File: src/rtl/sdm_tdm_sched.sv
// Time-division shared first-order SDM section: NCH channels, per-channel
// integrator/quantizer bank, round-robin valid/ready grant, one registered result stream.
module sdm_tdm_sched #(
  parameter int W   = 10,
  parameter int NCH = 4,
  parameter int CW  = 2
) (
  input  logic                 clk,
  input  logic                 rstn,
  input  logic                 en,
  input  logic                 soft_clr,
  input  logic [NCH-1:0]       in_valid,
  input  logic [NCH*W-1:0]     in_data,
  output logic [NCH-1:0]       in_ready,
  output logic                 out_valid,
  output logic [CW-1:0]        out_ch,
  output logic [1:0]           out_q,
  output logic signed [W-1:0]  out_resid,
  output logic [NCH-1:0]       ovf,
  input  logic [NCH-1:0]       clr_ovf,
  output logic                 busy
);

  typedef enum logic [1:0] {IDLE, RUN, CLR} state_t;

  state_t               state, state_nxt;
  logic [CW-1:0]        clr_cnt, rr_ptr, gidx;
  logic [CW:0]          scan;
  logic                 gvalid, grant_en, xfer;
  logic signed [W-1:0]  acc [NCH];
  logic [NCH-1:0]       qreg;
  logic signed [W-1:0]  din [NCH];
  logic signed [W-1:0]  d, accg, sub, acc_n, resid;
  logic                 qg, q, ovf_hit;
  logic [NCH-1:0]       ovf_set;

  always_ff @(posedge clk or negedge rstn) begin
    if (!rstn) state <= IDLE;
    else       state <= state_nxt;
  end

  always_comb begin
    state_nxt = state;
    if (soft_clr) begin
      state_nxt = CLR;
    end else begin
      unique case (state)
        IDLE: if (en)  state_nxt = RUN;
        RUN:  if (!en) state_nxt = IDLE;
        CLR:  if (clr_cnt == CW'(NCH-1)) state_nxt = en ? RUN : IDLE;
        default: state_nxt = IDLE;
      endcase
    end
  end

  always_comb begin
    busy     = (state == CLR);
    grant_en = (state == RUN) && en && !soft_clr;
  end

  // Restarting on soft_clr covers both entry into CLR and a re-pulse during it
  always_ff @(posedge clk or negedge rstn) begin
    if (!rstn)              clr_cnt <= '0;
    else if (soft_clr)      clr_cnt <= '0;
    else if (state == CLR)  clr_cnt <= clr_cnt + 1'b1;
  end

  // Round-robin search from rr_ptr upward, wrapping at NCH-1
  always_comb begin
    gvalid = 1'b0;
    gidx   = '0;
    scan   = '0;
    for (int unsigned off = 0; off < NCH; off++) begin
      scan = {1'b0, rr_ptr} + (CW+1)'(off);
      if (scan >= (CW+1)'(NCH)) scan = scan - (CW+1)'(NCH);
      if (!gvalid && in_valid[scan[CW-1:0]]) begin
        gvalid = 1'b1;
        gidx   = scan[CW-1:0];
      end
    end
  end

  always_comb begin
    for (int unsigned i = 0; i < NCH; i++) din[i] = in_data[i*W +: W];
  end

  always_comb begin
    xfer = grant_en && gvalid;
    d    = din[gidx];
    accg = acc[gidx];
    qg   = qreg[gidx];
    sub   = d - {{(W-1){1'b0}}, qg};
    acc_n = accg + sub;
    q     = ~acc_n[W-1];
    resid = acc_n - {{(W-1){1'b0}}, q};
    ovf_hit = (d[W-1] & ~sub[W-1]) |
              ((sub[W-1] == accg[W-1]) & (acc_n[W-1] != sub[W-1]));
    in_ready = '0;
    ovf_set  = '0;
    if (xfer) begin
      in_ready[gidx] = 1'b1;
      ovf_set[gidx]  = ovf_hit;
    end
  end

  always_ff @(posedge clk or negedge rstn) begin
    if (!rstn) begin
      for (int unsigned i = 0; i < NCH; i++) acc[i] <= '0;
      qreg <= '0;
    end else if (state == CLR) begin
      acc[clr_cnt]  <= '0;
      qreg[clr_cnt] <= 1'b0;
    end else if (xfer) begin
      acc[gidx]  <= acc_n;
      qreg[gidx] <= q;
    end
  end

  always_ff @(posedge clk or negedge rstn) begin
    if (!rstn) begin
      rr_ptr    <= '0;
      ovf       <= '0;
      out_valid <= 1'b0;
      out_ch    <= '0;
      out_q     <= '0;
      out_resid <= '0;
    end else begin
      ovf       <= (ovf & ~clr_ovf) | ovf_set;
      out_valid <= xfer;
      if (xfer) begin
        rr_ptr    <= (gidx == CW'(NCH-1)) ? '0 : gidx + 1'b1;
        out_ch    <= gidx;
        out_q     <= {1'b0, q};
        out_resid <= resid;
      end
    end
  end

endmodule

File: config.mk
export PLATFORM = sky130hd
export DESIGN_NAME = sdm_tdm_sched
export DESIGN_NICKNAME = d
export VERILOG_FILES = /design/src/rtl/sdm_tdm_sched.sv
export SDC_FILE = /design/constraint.sdc
export NUM_CORES = 1
export LEC_CHECK = 0
export BUFFER_PORTS_ARGS = -buffer_cell sky130_fd_sc_hd__clkbuf_2
export CAP_MARGIN = 20
export CORE_ASPECT_RATIO = 1.75
export CORE_MARGIN = 1.5
export CORE_UTILIZATION = 40
export DETAILED_ROUTE_END_ITERATION = 10
export GPL_TIMING_DRIVEN = 0
export PLACE_DENSITY = 0.69
export SLEW_MARGIN = 20
export SYNTH_ARGS = -nofsm -noshare
export SYNTH_HDL_FRONTEND = slang
export SYNTH_SLANG_ARGS = --single-unit
File: constraint.sdc
create_clock -name clk -period 4.8 [get_ports clk]
set_input_delay 0.48 -clock clk [delete_from_list [all_inputs] [get_ports clk]]
set_output_delay 0.48 -clock clk [all_outputs]
set_load 0.02 [all_outputs]
# Yosys cells after proc, flatten, opt, wreduce, memory -nomap -nowiden
# Index checks and enable logic that the tools add are counted.
# word_totals
register_bits	68
input_bits	52
elab_cells	136
# classes
add_sub_neg	12
order_cmp	16
n_eq_ne	9
muxes	53
bitwise	15
n_reduce_logical	18
# ops
operator	n
$mux 40	2
$mux 10	6
$and 40x40->40	1
$bmux 10 s2	2
$bwmux 40	1
$demux 10 s2	2
$not 40->40	1
$mux 2	15
$sub 10x1->10	2
$lt 2x3->1 const B	6
$mux 4	4
$ge 3x3->1 const B	5
$and 4x4->4	3
$mux 1	12
$add 10x10->10	1
$bmux 1 s2	5
$logic_and 1x1->1	10
$not 4->4	2
$sub 2x1->2 const B	4
$add 2x2->3 const B	2
$eq 2x2->1 const B	3
$lt 3x1->1 const B	2
$ne 3x3->1 const B	2
$not 2->3	2
other kinds (19)	28

# Logic depth before layout (Yosys ltp)
# Gate-level depths: netlist of the first run.
# depth
word_depth	26
depth_mapped	31
ltp_nobuf	26

# Least setup slack after synthesis of the first run
# OpenSTA, ideal clock, no wires.
# synth_timing
path_type	in2reg
from	input in_valid[1]
to	register out_resid[9]
setup_ps	126
arrival_ps	5203
setup_slack_ps	-529
path_stages	30
cell_sequence	buf_6 nor2b_4 nor2_1 o221a_2 buf_6 clkinv_4 buf_6 clkbuf_1 nand2_1 and3_1 a31oi_1 ha_1 inv_1 a221oi_2 nand3_1 xnor2_1 ha_1 o21a_1 o211ai_1 a311o_1 and4_1 a21oi_1 nor2b_2 inv_2 ha_1 and3_1 and3_1 nand4_1 and4b_1 a221o_1
# synth_via
elab_chain_cells	20
# synth_rtl
element	line	source
start: declaration	12	input logic [NCH-1:0] in_valid,
$bmux 1 s2	76	if (!gvalid && in_valid[scan[CW-1:0]]) begin
$mux 1 (implied by the code)	76	
$mux 1	76	
$logic_not 1->1	76	
$logic_and 1x1->1	76	
$mux 1	76	
$logic_not 1->1	76	
$logic_and 1x1->1	76	
(+4 left out)	n/a	
$not 2->3 (implied by the code)	89, 90	
$bmux 10 s2	89	d = din[gidx];
$mux 10 (implied by the code) (2 in series)	89	
$sub 10x1->10	92	sub = d - {{(W-1){1'b0}}, qg};
$add 10x10->10 (*)	93	acc_n = accg + sub;
$not 1->1 (*)	94	q = ~acc_n[W-1];
net q	34	logic qg, q, ovf_hit;
$sub 10x1->10 (*)	95	resid = acc_n - {{(W-1){1'b0}}, q};
end signal: assignment	134	out_resid <= resid;
end: declaration	18	output logic signed [W-1:0] out_resid,
# The timed path passes the listed nets; every way through them passes the cells marked *. The select of a mux whose other input is x is not followed.
# A chain may end at the register's enable or synchronous reset.

# Worst setup path after layout of the first run
# layout_timing
from	register rr_ptr[0]
to	register out_resid[9]
# layout_via
elab_chain_cells	22
# layout_rtl
element	line	source
start: declaration	27	logic [CW-1:0] clr_cnt, rr_ptr, gidx;
start signal: assignment	131	rr_ptr <= (gidx == CW'(NCH-1)) ? '0 : gidx + 1'b1;
parallel branches: the longest is 13 deep, another holds $add 2x1->3	n/a	
$mux 2 (*)	76	
$not 2->3 (implied by the code)	89, 90	
$bmux 10 s2	89	
$mux 10 (implied by the code) (2 in series)	89	
$sub 10x1->10	92	
$add 10x10->10 (*)	93	
$not 1->1 (*)	94	
net q	34	
$sub 10x1->10 (*)	95	
# Mark *: on every way through the listed nets, which the timed path passes. The select of a mux whose other input is x is not followed.

==> results of run 1 <==
-- state kept, by name, summed over array words and instances, names as in the netlist --
signal     count
rr_ptr         2
state          2
qreg           4
out_resid     10
clr_cnt        2
acc           40
out_ch         2
out_valid      1
ovf            4
out_q          1
-- kinds of logic (layout without fill, tap and decap cells) --
kind of cell / after synthesis / after routing / share of synthesized area, %
compound gates: 124 / 124 / 18.1
xor+xnor: 17 / 17 / 3.36
fa+ha+maj: 23 / 23 / 6.66
buf+inv: 58 / 171 / 6.04
flops: 68 / 68 / 38.4
mux: 9 / 9 / 2.09
other cells: 1 / 1 / 0.0846
simple gates: 225 / 225 / 25.2
-- through the flow --
stage / instances / area [um^2]
2_1_floorplan: 525 / 4500
3_3_place_gp: 728 / 5030
3_5_place_dp: 729 / 5070
4_1_cts: 762 / 5690
5_1_grt: 768 / 5820
6_report: 768 / 5820
-- timing repair --
| action | in CTS | in global routing |
|---|---|---|
| hold endpoints to repair | 0 | 0 |
| setup buffers | 18 | 7 |
| setup endpoints to repair | 25 | 13 |
| pin swaps | 16 | 13 |
| gates resized for setup | 42 | 23 |
-- Yosys cell counts, drive strengths merged, types with 7 or more instances --
cell type / number
dfrtp: 68
nor2: 11
a21oi: 7
xor2: 7
buf: 11
inv: 24
clkbuf: 22
ha: 22
xnor2: 10
nand2: 86
a31oi: 12
nor2b: 11
nand3: 72
o21ai: 69
and3: 14
mux2i: 7
-- final timing paths --
| check | from | end | slack [ns] | depth (start not counted) |
|---|---|---|---|---|
| max | rr_ptr[0]$_DFFE_PN0P_ | out_resid[9]$_DFFE_PN0P_ | -0.41 | 28 |
| min reg2reg | state[1]$_DFFE_PN0P_ | state[0]$_DFFE_PN0P_ | 0.46 | 1 |
| max in group asynchronous | rstn | acc[15]$_DFFE_PN0P_ | 4.19 | 2 |
| max reg2reg | rr_ptr[0]$_DFFE_PN0P_ | out_resid[9]$_DFFE_PN0P_ | -0.41 | 28 |
| min in group clk | clr_ovf[3] | ovf[3]$_DFF_PN0_ | 0.32 | 2 |
| min | rstn | clr_cnt[1]$_DFFE_PN0P_ | 0.06 | 1 |
-- critical path, delay by kind of cell, from the launching register on --
family,cells,cell delay [ns]
compound gates,7,1.54
xor+xnor,1,0.26
fa+ha+maj,3,0.54
buf+inv,5,0.39
flops,1,0.45
simple gates,12,1.88
-- metal layers --
metal | up-vias | part of all wire, %
met1 | 2114 | 38
met5 | - | 0
met2 | 157 | 54
met3 | 31 | 4.4
li1 | 2075 | -
met4 | 0 | 3.0
-- report_power, final --
part	switching (uW)	internal [uW]
logic	622	396
clock network	244	401
registers	23.6	604
-- layout make-up --
type,instances,area [um^2]
Fill cell,1022,4940
Sequential cell,68,1700
Multi-Input combinational cell,399,2730
Timing Repair Buffer,99,587
Clock buffer,10,229
Buffer,31,243
Clock inverter,6,65.1
Inverter,25,109
Tap cell,130,163
==> metrics.md, run 1 <==
| Metric | Value |
|---|---|
| Fin nets | a little over 700 |
| WS Path Type | reg -> reg |
| Gr busiest metal | met2 |
| Status | complete, but fails checks |
| Met2 Resource Use GR | 44.8% |
| PwrDens | slightly below 400 nW/um^2 |
| Global Route Usage Sum | between 20 and 25% |
| Largest net degree at the start of global routing | 50 |
| Fin crit period | 5.21 ns |
| Synth area leader | dfrtp_1 |
| Hold Path Class | in -> async |
| Dpl hpwl | 10000 um |
| EDFF count, synth | 0 |
| Max Cap Viol | 0 |
| Routed len/inst | ~18 um |
| CTS clk-pin slew, worst paths | about 0.060 ns |
| Netlist cell types | between 60 and 70 |
| Syn Nets | 600 |
| Post-synth top area share | around two fifths |
| Final Skew | 0.00565 ns |
| Synthesis warning total | 0 |
| Vias/cell | between 5 and 6 |
| TritonCTS clock tree | done |
| Global-route track usage on met3 | around 4.0% |
| Slew of the pin with the lowest slew margin | roughly 0.85 ns |
| DRC violations left | 0 |
| Antenna cells | 0 |
| Most frequent cells in the layout | nand2_1 (85), clkbuf_2 (73), nand3_1 (70) |
| Mapped Area | between 4000 and 5000 um^2 |
| Rel. slew slack | a little over two fifths |
| Total Power | around 2300 uW |
| P&R area growth vs syn | 31.5% |
| Register area share after synthesis | between 30% and 40% |
| Fmax | between 150 and 200 MHz |
| Antenna-violating nets left | 0 |
| Die Y | around 140 um |
| #FFs+latches synth | between 60 and 70 |
| Startpoint Class | register |
| Final hold vios | 0 |
| RSZ-0062 raised after global routing | true |
| Post-synthesis instance total | roughly 530 |
| Final WS setup | -0.408 ns |
| Global-route wire length before repair | between 20000 and 25000 um |
| Die width | just over 80 um |
| Worst EP arrival | roughly 5.4 ns |
| CP max FO | 4 |
| Port-buffer cells | 73 |
| CTS Buf Count | 9 |
| Mapped Avg Cell Area | about 8.4 um^2 |
| Initial antenna violation count | 0 |
| CTS root buf | clkbuf_16 |
| GPL Wtd Cong | 0.902 |
| Die area | 11700 um^2 |
| Sink Count | just under 70 |
| Grt ovf | 0 |
| Leak Pwr | between 0.002 and 0.003 uW |
| CP max stage cell | dfrtp_2 |
| Top_reg_cell synth | dfrtp_1 |
| Vias in the first global route | approximately 4400 |
| Crit-path max cell delay | approximately 0.45 ns |
| Clk buf depth | 2 |
| Starting Density | a little over 40% |
| Worst hold slack | 0.0629 ns |
| DR vias | approximately 4400 |
| Slew Limit Fails | 0 |
| Share of cells above drive strength 1 | between 20% and 30% |
| Num rows | 50 |
| Critical Path RT | roughly 5.0 ns |
| Util after Layout | between 50% and 60% |
| Dpl ws | -1.47 ns |
| Peak supply drop | about 0.00027 V |
| Final setup viols | 6 |
| Clock latency at the later pin of the worst-skew pair | 0.33 ns |
| Most common cell after layout, fill and taps aside | nand2_1 |
| Top cells by area, synth | dfrtp_1 (38%), nand3_1 (8.1%), o21ai_0 (7.7%) |
| Final period utilization | 109% |
| Pre-antenna DRT Iters | 6 |
| Failing checks | setup timing |
| Synth async-reset ratio | 100% |
| Setup tns final | -1.09 ns |
| Hold_buf cts | 0 |
| Post-Route WL | 13500 um |
| Htree depth | 3 |
| IO Count | 76 |
| CP Capture Type | register |
| Met1 usage | a little over a quarter |
| Iteration-0 DRC Markers | 249 |
| CORE AREA | about 11000 um^2 |
No activity file was read; power rests on OpenSTA's default activity.
==> run 2: changes to the inputs <==
--- a/config.mk
+++ b/config.mk
@@ -12,7 +12,7 @@
 export CORE_UTILIZATION = 40
 export DETAILED_ROUTE_END_ITERATION = 10
 export GPL_TIMING_DRIVEN = 0
-export PLACE_DENSITY = 0.69
+export PLACE_DENSITY = 0.67
 export SLEW_MARGIN = 20
 export SYNTH_ARGS = -nofsm -noshare
 export SYNTH_HDL_FRONTEND = slang
==> constraint.sdc (replaced) <==
create_clock -name clk -period 5.3 [get_ports clk]
set_input_delay 0.53 -clock clk [delete_from_list [all_inputs] [get_ports clk]]
set_output_delay 0.53 -clock clk [all_outputs]
set_load 0.02 [all_outputs]
==> run 2 against run 1 <==
Combinational power is 14% lower. The flow now finishes without violations. Register-to-register slack improved by 0.55 ns. Critical path type is now in -> reg. First-iteration DRC count fell by 9.2%. Global-route usage decreased by 0.21 points. Highest routed layer unchanged. Clock power decreased by 17%. Worst setup slack improved by 0.53 ns. Total power decreased by 13%. Die area stayed put. Final area shrank 2.1%.
==> metrics.md, run 2 (synthesized netlist as in run 1, its figures left out) <==
| Metric | Value |
|---|---|
| Max Cap Viol | 0 (unchanged) |
| Placed Cells | 729 (unchanged) |
| DR vias | 4301 (was 4377) |
| IO Count | 76 (unchanged) |
| Starting Density | 41.2% (unchanged) |
| Die Y | 142 um (unchanged) |
| Antenna cells | 0 (unchanged) |
| Hold Path Class | in -> async (unchanged) |
| Number of standard cells in the final layout excluding fillers | 762 (was 768) |
| Sink Count | 68 (unchanged) |
| Rel. slew slack | 48.7% (was 42.6%) |
| Grt ovf | 0 (unchanged) |
| CP max stage cell | and4b_1 (was dfrtp_2) |
| Initial antenna violation count | 0 (unchanged) |
| PwrDens | 348 nW/um^2 (was 394 nW/um^2) |
| CTS root buf | clkbuf_16 (unchanged) |
| Buffer and inverter count on the worst path | 5 (unchanged) |
| Slew Limit Fails | 0 (unchanged) |
| Fill cells | 1025 (was 1022) |
| P&R area growth vs syn | 28.7% (was 31.5%) |
| Global-route wire length before repair | 21300 um (about the same) |
| Port-buffer cells | 73 (unchanged) |
| Biggest register | acc (unchanged) |
| TritonCTS clock tree | done (unchanged) |
| Antenna-violating nets left | 0 (unchanged) |
| Most frequent cells in the layout | nand2_1 (84), nand3_1 (70), clkbuf_2 (70) (was nand2_1 (85), clkbuf_2 (73), nand3_1 (70)) |
| Dpl hpwl | 9870 um (was 10000 um) |
| Vias/cell | 5.64 (was 5.70) |
| CTS Buf Count | 9 (unchanged) |
| Final Skew | 0.00608 ns (was 0.00565 ns) |
| Die width | 82.6 um (unchanged) |
| Worst EP arrival | 5.39 ns (was 5.42 ns) |
| Crit-path max cell delay | 0.30 ns (was 0.45 ns) |
| Final hold vios | 0 (unchanged) |
| Most Frequent Cell on Critical Path | ha_4 |
| Top Registers | acc x40, out_resid x10 (unchanged) |
| Global Route Usage Sum | 24.1% (was 24.3%) |
| Clock latency at the later pin of the worst-skew pair | 0.33 ns (about the same) |
| Worst r2r src | rr_ptr[0]$_DFFE_PN0P_ (unchanged) |
| Fin nets | 702 (was 708) |
| CP Launch Point | in_valid[0] (was rr_ptr[0]$_DFFE_PN0P_) |
| CTS clk-pin slew, worst paths | 0.06 ns (about the same) |
| Num rows | 50 (unchanged) |
| Iteration-0 DRC Markers | 226 (was 249) |
| Htree depth | 3 (unchanged) |
| Most common cell after layout, fill and taps aside | nand2_1 (unchanged) |
| Leak Pwr | 0.00267 uW (was 0.00272 uW) |
| Fin crit period | around 5.2 ns |
| Peak supply drop | 0.000241 V (was 0.000269 V) |
| Slew of the pin with the lowest slew margin | 0.764 ns (was 0.855 ns) |
| Setup tns final | 0 ns (was -1.09 ns) |
| WS Path Type | in -> reg (was reg -> reg) |
| DRC violations left | 0 (unchanged) |
| Startpoint Class | input pin (was register) |
| CORE AREA | 10800 um^2 (unchanged) |
| Clk buf depth | 2 (unchanged) |
| Max reg flops | 40 (unchanged) |
| Routed len/inst | 17.5 um (was 17.6 um) |
| Final setup viols | 0 (was 6) |
| Status | complete, no violations (was complete, but fails checks) |
| Critical Path RT | 5.52 ns (was 5.01 ns) |
| Vias in the first global route | 4368 (was 4406) |
| Pre-antenna DRT Iters | 5 (was 6) |
| Fmax | between 150 and 200 MHz |
| Post-Route WL | 13400 um (was 13500 um) |
| Final period utilization | a little over nine tenths |
| Die area | 11700 um^2 (unchanged) |
| CP Capture Type | register (unchanged) |
| Top cell family by delay on the critical path | simple AND/OR/NAND/NOR gates (unchanged) |
| Share of cells above drive strength 1 | 27.1% (was 28.4%) |
| CP max FO | 11 (was 4) |
| Largest net degree at the start of global routing | 50 (unchanged) |
| GPL Wtd Cong | 0.898 (was 0.902) |
[run 2: worst paths after layout]
kind	to	slack (ns)	cells past startpoint
worst max-delay path	out_resid[9]$_DFFE_PN0P_	0.12	27
worst min-delay path	out_ch[1]$_DFFE_PN0P_	0.12	1
worst max register to register	out_resid[9]$_DFFE_PN0P_	0.14	26
worst min register to register	state[0]$_DFFE_PN0P_	0.46	1
max in group asynchronous	ovf[0]$_DFF_PN0_	4.64	2
min in group clk	ovf[3]$_DFF_PN0_	0.38	2
[run 2: final cells by class]
| cell class | instances | area (um^2) | area share, % |
|---|---|---|---|
| plain buffers | 28 | 203 | 3.55 |
| clock buffers | 9 | 225 | 3.95 |
| clock inverters | 7 | 43.8 | 0.768 |
| inverters | 25 | 109 | 1.91 |
| multi-input cells | 399 | 2690 | 47.2 |
| flip-flops and latches | 68 | 1700 | 29.9 |
| well taps | 130 | 163 | 2.85 |
| repair buffers | 96 | 563 | 9.87 |
[run 2: metrics by stage]
step	cell area, um^2	utilization (%)	power, uW	hold WS (ns)	setup WS (ns)
2_1_floorplan	4430	-	1090	0.234	0.00410
3_3_place_gp	4960	46.1	1300	0.439	-1.32
3_5_place_dp	5000	46.5	1320	0.454	-1.39
4_1_cts	5600	52.0	1960	0.123	0.0114
5_1_grt	5700	53.0	2100	0.136	-0.0192
6_report	5700	53.0	1980	0.118	0.123
[run 2: power breakdown]
| group | total, uW | switching, uW | internal [uW] |
|---|---|---|---|
| clock | 539 | 225 | 313 |
| combinational | 879 | 542 | 337 |
| sequential | 567 | 20.2 | 547 |
[run 2: what timing repair did]
| item | CTS | global route |
|---|---|---|
| endpoints found under the setup margin | 14 | 5 |
| setup buffers | 15 | 7 |
| endpoints found under the hold margin | 0 | 0 |
| pin swaps | 13 | 15 |
| gates cloned | 0 | 0 |
| resized for setup | 48 | 22 |
| hold buffers | 0 | 0 |
[run 2: routing by layer]
metal	GRT usage, %	vias up	routed length [um]
met2	43.3	135	7310
li1	-	2064	-
met3	2.82	31	520
met5	0	-	0
met1	26.3	2071	5090
met4	13.2	0	441
